`src/rtl/sram_arbiter.sv`:
```
// Two-port arbiter that sequences the SRAM controller enable/ready handshake.
// Access latency: grant edge plus controller busy time plus one DONE cycle; losers and waiters see pN_stall.
module sram_arbiter #(
  parameter bit          RR      = 1'b1,
  parameter int unsigned TIMEOUT = 255
) (
  input  logic        clk,
  input  logic        rst,
  input  logic        p0_rd_en,
  input  logic        p0_wr_en,
  input  logic [31:0] p0_address,
  input  logic [31:0] p0_write_data,
  output logic        p0_ready,
  output logic [31:0] p0_read_data,
  output logic        p0_stall,
  output logic        p0_error,
  input  logic        p1_rd_en,
  input  logic        p1_wr_en,
  input  logic [31:0] p1_address,
  input  logic [31:0] p1_write_data,
  output logic        p1_ready,
  output logic [31:0] p1_read_data,
  output logic        p1_stall,
  output logic        p1_error,
  output logic        mem_rd_en,
  output logic        mem_wr_en,
  output logic [31:0] mem_address,
  output logic [31:0] mem_write_data,
  input  logic        mem_ready,
  input  logic [31:0] mem_read_data
);

  typedef enum logic [1:0] {IDLE, ISSUE, WAIT, DONE} state_t;

  localparam logic [7:0] TO_LIMIT = 8'(TIMEOUT);

  state_t      state_q, state_d;
  logic        owner_q, owner_d;
  logic        last_q, last_d;
  logic        wr_q, wr_d;
  logic        err_q, err_d;
  logic [7:0]  cnt_q, cnt_d;
  logic [31:0] addr_q, addr_d;
  logic [31:0] wdata_q, wdata_d;
  logic [31:0] rdata0_q, rdata0_d;
  logic [31:0] rdata1_q, rdata1_d;

  logic       req0, req1, gnt1, timeout_hit;
  logic [7:0] cnt_inc;

  assign req0        = p0_rd_en | p0_wr_en;
  assign req1        = p1_rd_en | p1_wr_en;
  // last_q resets to 1 so port 0 takes the first round-robin tie
  assign gnt1        = req1 & (~req0 | (RR & ~last_q));
  assign cnt_inc     = cnt_q + 8'd1;
  assign timeout_hit = (cnt_inc == TO_LIMIT);

  always_ff @(posedge clk) begin
    if (rst) begin
      state_q  <= IDLE;
      owner_q  <= 1'b0;
      last_q   <= 1'b1;
      wr_q     <= 1'b0;
      err_q    <= 1'b0;
      cnt_q    <= 8'd0;
      addr_q   <= 32'd0;
      wdata_q  <= 32'd0;
      rdata0_q <= 32'd0;
      rdata1_q <= 32'd0;
    end else begin
      state_q  <= state_d;
      owner_q  <= owner_d;
      last_q   <= last_d;
      wr_q     <= wr_d;
      err_q    <= err_d;
      cnt_q    <= cnt_d;
      addr_q   <= addr_d;
      wdata_q  <= wdata_d;
      rdata0_q <= rdata0_d;
      rdata1_q <= rdata1_d;
    end
  end

  always_comb begin
    state_d  = state_q;
    owner_d  = owner_q;
    last_d   = last_q;
    wr_d     = wr_q;
    err_d    = err_q;
    cnt_d    = cnt_q;
    addr_d   = addr_q;
    wdata_d  = wdata_q;
    rdata0_d = rdata0_q;
    rdata1_d = rdata1_q;
    case (state_q)
      IDLE: begin
        if (req0 | req1) begin
          owner_d = gnt1;
          wr_d    = gnt1 ? p1_wr_en : p0_wr_en;
          addr_d  = gnt1 ? p1_address : p0_address;
          wdata_d = gnt1 ? p1_write_data : p0_write_data;
          cnt_d   = 8'd0;
          err_d   = 1'b0;
          state_d = ISSUE;
        end
      end
      ISSUE: begin
        cnt_d = cnt_inc;
        if (timeout_hit) begin
          err_d   = 1'b1;
          state_d = DONE;
        end else if (!mem_ready) begin
          state_d = WAIT;
        end
      end
      WAIT: begin
        cnt_d = cnt_inc;
        // A genuine completion wins over a timeout landing on the same edge
        if (mem_ready) begin
          if (!wr_q) begin
            if (owner_q) rdata1_d = mem_read_data;
            else         rdata0_d = mem_read_data;
          end
          state_d = DONE;
        end else if (timeout_hit) begin
          err_d   = 1'b1;
          state_d = DONE;
        end
      end
      DONE: begin
        last_d  = owner_q;
        state_d = IDLE;
      end
      default: state_d = IDLE;
    endcase
  end

  logic busy;

  always_comb begin
    busy      = (state_q == ISSUE) || (state_q == WAIT);
    mem_rd_en = busy & ~wr_q;
    mem_wr_en = busy & wr_q;
    p0_ready  = (state_q == DONE) & ~owner_q;
    p1_ready  = (state_q == DONE) & owner_q;
    p0_error  = p0_ready & err_q;
    p1_error  = p1_ready & err_q;
  end

  assign p0_stall       = req0 & ~p0_ready;
  assign p1_stall       = req1 & ~p1_ready;
  assign mem_address    = addr_q;
  assign mem_write_data = wdata_q;
  assign p0_read_data   = rdata0_q;
  assign p1_read_data   = rdata1_q;

endmodule

```
`config.mk`:
```
export PLATFORM = sky130hd
export DESIGN_NAME = sram_arbiter
export DESIGN_NICKNAME = d
export VERILOG_FILES = /design/src/rtl/sram_arbiter.sv
export SDC_FILE = /design/constraint.sdc
export NUM_CORES = 1
export LEC_CHECK = 0
export CORE_MARGIN = 2
export CORE_UTILIZATION = 40
export DETAILED_ROUTE_END_ITERATION = 12
export PLACE_DENSITY = 0.83
export SETUP_SLACK_MARGIN = 0.3
export SLEW_MARGIN = 20
export SYNTH_ARGS = -nofsm -noshare
export SYNTH_HDL_FRONTEND = slang
export SYNTH_SLANG_ARGS = --single-unit
```
`constraint.sdc`:
```
create_clock -name clk -period 5 [get_ports clk]
set_input_delay 1 -clock clk [delete_from_list [all_inputs] [get_ports clk]]
set_output_delay 1 -clock clk [all_outputs]
set_load 0.005 [all_outputs]
```
Word level (Yosys, flattened, before mapping) --
Index checks and enable logic that the tools add are counted.
Storage, ports and cells: register bits 142, word-level logic and storage cells 64
Cells by class: add/subtract/negate cells 1, equal/unequal tests 8, multiplexer cells 15, bitwise gates (word level) 19, reduce and logical (&&, ||, !) cells 11
Operators with widths (number):
- 32-bit 2-to-1 mux | 2
- 8-bit one-hot mux with 2 select lines | 1
- 2-bit 2-to-1 mux | 5
- 1-bit bitwise AND | 9
- 8-bit by 1-bit adder with 8-bit output (second input constant) | 1
- 8-bit == test (second input constant) | 1
- 8-bit 2-to-1 mux | 1
- 2-bit one-hot mux with 4 select lines | 1
- 4-bit AND reduction | 2
- 3-bit inequality test (second input constant) | 2
- 1-bit inverter | 6
- 3-bit AND reduction | 2
- 2-bit == test (second input constant) | 2
- 1-bit 2-to-1 mux | 4
- 2-bit inequality test (second input constant) | 2
- 1-bit bitwise OR | 4
- 2-bit AND reduction | 2
- 1-bit one-hot mux with 3 select lines | 1
- 3-bit nonzero test | 1
- 2-bit by 1-bit == test with 1-bit output (second input constant) | 1
- 2-bit zero test | 1
- 2-bit nonzero test | 1
- 2-bit OR reduction | 1
- 1-bit logical OR | 1

Logic depth before layout (Yosys ltp) --
depth in word-level cells 5, gate-level depth with buffers 9, gate-level depth less buffers 7

Worst setup path before layout --
Ideal clock, no wire load.
kind input to register, from in p1_wr_en, to reg cnt_q[4], library setup time 0.132 ns, arrival 2.249 ns, slack 2.619 ns, stages on the path 6, cells stage by stage nor4_1 -> a21o_1 -> clkbuf_1 -> nor3_1 -> o21ai_0 -> a21oi_1
Between the ends: word-level cells in the longest chain between the ends 4
RTL lines:
- start: declaration | line 18 | input logic p1_wr_en,
- 1-bit bitwise OR | line 52 | assign req1 = p1_rd_en | p1_wr_en;
- 1-bit bitwise OR | line 97 | if (req0 | req1) begin
- 2-bit inequality test (no source line)
- 2-bit AND reduction (no source line)
- end signal: assignment | line 76 | cnt_q <= cnt_d;
- end: declaration | line 42 | logic [7:0] cnt_q, cnt_d;
No other way between the ends. A chain may end at the register's enable or synchronous reset.

Worst setup path in the final report --
from in p1_wr_en, to out p1_stall
Between the ends: word-level cells in the longest chain between the ends 2
RTL lines:
- 1-bit bitwise OR | line 52
- 1-bit bitwise AND | line 151 | assign p1_stall = req1 & ~p1_ready;
- end: declaration | line 23 | output logic p1_stall,
No other way between the ends.

==> run summary <==
The smallest clock period supported by the final layout is computed as 3240 ps. For the post-layout worst setup margin, the log shows 1760 ps. The later pin in the worst-skew pair is clocked with a latency of 410 ps. The run gives 14500 µm² as the total core area. The longest clock path from root to sink contains 2 buffers. Timing would allow up to 309 MHz. For this run the aggregate overflow at the end of global routing stands at 0. The placer congestion estimate is 0.799, and the final count of negative-setup-slack endpoints is 0. The share of cells above drive strength 1 was 5.00%; the count of antenna-violating nets left after detailed routing was 0. Summing the sequential cell areas from Yosys gives 48.0% of the chip area. The flow ran to the end, and the final reports show no timing, DRC or antenna violations. The first detailed-routing pass took 4 iterations.

The run gives 4000 ps as the data required time of the critical path. Detailed placement ended at an HPWL of 13.5 mm. The analysis attributes to cell leakage a power of 0.00379 µW. TritonCTS built the clock tree.

After detailed routing, the average wire length per cell comes to 16.2 µm. CTS saw 142 sinks. The total count of hold-check failures in the final report was 0. Number of setup buffers added after CTS: 0. From synthesis to final layout, the design area changed by 63.2%.

Entering global routing, the biggest net connects 129 pins. For this block, the routed nets add up to 18.9 mm of wire. The wire length of the first global-routing pass is 29.8 mm. In the layout the commonest cells are 301 x sky130_fd_sc_hd__clkdlybuf4s50_1, 142 x sky130_fd_sc_hd__dfxtp_1, 137 x sky130_fd_sc_hd__nand2_1. Including well taps, the total number of placed cells is 1132. The via count of the first global-routing pass came out at 5736. For the worst-case headroom to the max-slew limit, the log shows 39.8%. The finished layout holds 1165 standard cells, fillers aside.

The ratio of total power to cell area is 452 nW/µm², and the minimum setup slack after placement is 1570 ps. The area taken by flip-flops and latches is 2840 µm². For the final database, setup skew stands at 7.99 ps.

The synthesized design contains 0 enable-type register cells. The first routing iteration left 316 violations. The worst register-to-register path begins at cnt_q[2]$_SDFFE_PP0P_. In this run, synthesis produced a sequential element count of 142. Synthesis produced a netlist with a net count of 867.

The count of nets after finishing is 1142, and the number of hold-repair buffers added at the cts stage is 0. The multi-input combinational cells in the finished layout cover a total of 2870 µm². The netlist area before placement was 5920 µm²; the proportion of netlist area held by the largest area contributor was 48.0%. For this run, the leading register cell type out of synthesis is sky130_fd_sc_hd__dfxtp_1. The worst path arrival time is 2240 ps, and the clock slew at the register clock pins of the worst setup and hold paths is 60 ps. The tools report the critical path launch point type as an input port.

Share of flip-flops with an asynchronous set or reset after synthesis: 0%. The routed layout has 5907 vias. The largest fanout of any net on the critical path was 4; the number of top-level pins was 303.

The buffer cell driving the clock tree root was sky130_fd_sc_hd__clkbuf_16. The synthesized design spends more area on one cell type than any other, namely sky130_fd_sc_hd__dfxtp_1. Across all hold checks on the routed design, the worst slack comes to 452 ps. Measured along the x axis, the die boundary spans 126 µm. Of the available clock period, the critical path in the final layout requires 64.8%. The number of buffers inserted during clock tree synthesis came out at 17.

The mean instance size in the synthesized netlist works out to 8.56 µm². The worst reg2reg path depth works out to 5. The average vias per placed instance was 5.07. Along the worst hold path, the cell count comes to 2. The die is 126 µm tall. The run gives 0 as the number of max-slew violations in the final report. Across every metal layer, demand over resource in global routing totals 23.5%. The number of max-cap violations came out at 0.

The path class of the tightest hold or removal check is reg -> reg. Setup repair after global routing left no endpoint under its margin. The count of H-tree levels built during CTS came out at 4.

Input and output buffers added on the ports amount to 302. The cell count after synthesis came out at 692. Yosys attributes the largest share of cell area to sky130_fd_sc_hd__dfxtp_1 48%, sky130_fd_sc_hd__mux2i_1 11%, sky130_fd_sc_hd__nand2_1 8.7%. The worst setup path is of the in -> out kind. Leading cell type in the layout, fill and taps excluded: sky130_fd_sc_hd__clkdlybuf4s50_1. After floorplanning, the core was divided into 44 placement rows.

The worst ir drop on vdd came out at 0.383 mV. After clock tree synthesis, the repair step resized 0 gates. The slew of the pin with the lowest slew margin is 895 ps, and the initial antenna violation count is 1.

The count of unique library cells instantiated by Yosys is 39, and the summed negative setup slack over all endpoints is 0 ps. STA classifies the critical path endpoint as an output port. The final routed DRC violation total is 0. Once the floorplan was initialized, standard cells occupied 40.9% of the core. The full die area is 15800 µm².

For this run, the number of Yosys warnings is 0. The run gives 1205 as the number of filler cells placed in the layout. The worst setup path startpoint is p1_wr_en. In this run the most critical hold path is launched from p1_read_data[23]$_SDFFE_PP0P_.
-- sequential cells by signal (all words and copies together), names as in the netlist --
name	cells
mem_address	32
p1_read_data	32
mem_write_data	32
owner_q	1
err_q	1
state_q	2
wr_q	1
cnt_q	8
last_q	1
p0_read_data	32
-- through the flow --
| step | total power [µW] | instance area, µm² | util [%] |
|---|---|---|---|
| after CTS | 4400 | 9660 | 66.7 |
| after global placement | 3070 | 9050 | 62.5 |
| final | 4360 | 9670 | 66.8 |
| after detailed placement | 3110 | 9060 | 62.6 |
| after floorplan | 2300 | 5920 | - |
| after global routing | 4630 | 9670 | 66.8 |
-- power breakdown --
group	internal [µW]	total [µW]	switching, µW
Sequential	1380	1530	146
Combinational	808	1570	761
Clock	780	1270	491
-- kinds of logic (layout without fill, tap and decap cells) --
group                    after synthesis  count (layout)  share of synthesized area, %
buffers and inverters                 61             349                          4.01
adder cells (fa/ha/maj)                8               8                          1.69
AND/OR/NAND/NOR                      248             248                          17.0
other                                  0               1                             0
flip-flops                           142             142                          48.0
XOR/XNOR                               2               2                         0.296
multiplexers                          66              66                          11.2
AO/OA/AOI/OAI                        165             165                          17.8
-- Yosys cell counts, types with 2 or more instances --
cell type and count:
sky130_fd_sc_hd__o21ai_0 10, sky130_fd_sc_hd__and2_1 7, sky130_fd_sc_hd__mux2i_1 65, sky130_fd_sc_hd__or3_1 2, sky130_fd_sc_hd__a21oi_1 76, sky130_fd_sc_hd__clkbuf_1 45
sky130_fd_sc_hd__ha_1 8, sky130_fd_sc_hd__nor3_1 6, sky130_fd_sc_hd__nand2_1 138, sky130_fd_sc_hd__nor2b_1 3, sky130_fd_sc_hd__a21o_1 2, sky130_fd_sc_hd__dfxtp_1 142
sky130_fd_sc_hd__nand2b_1 2, sky130_fd_sc_hd__nand3_1 4, sky130_fd_sc_hd__nor2_1 80, sky130_fd_sc_hd__inv_1 8, sky130_fd_sc_hd__buf_2 7, sky130_fd_sc_hd__a211oi_1 66
-- worst paths after layout --
path / slack (ps) / to
worst min register to register: 450 / p1_read_data[23]$_SDFFE_PP0P_
worst min-delay path: 450 / p1_read_data[23]$_SDFFE_PP0P_
worst max-delay path: 1760 / p1_stall
worst max register to register: 2910 / state_q[0]$_SDFFE_PP0P_
-- worst max-delay path, cell delays in order --
cell,delay (ps)
sky130_fd_sc_hd__clkdlybuf4s50_1,570
sky130_fd_sc_hd__nor2_1,80
sky130_fd_sc_hd__nor2_1,90
sky130_fd_sc_hd__clkdlybuf4s50_1,510
-- area by class of cell --
cell class	instances	area share, %
repair buffers	309	32.0
multi-input cells	489	29.7
flip-flops and latches	142	29.4
clock buffers	21	4.87
well taps	184	2.38
clock inverters	11	1.36
inverters	8	0.311
diodes	1	0.0259
-- metal layers --
layer	global-route usage (%)	vias up	wire length (µm)
li1	-	2938	-
met3	8.62	31	1830
met4	9.35	0	441
met2	38.6	233	9110
met1	28.0	2705	7520
met5	0	-	0
(Power assumes the default switching activity.)
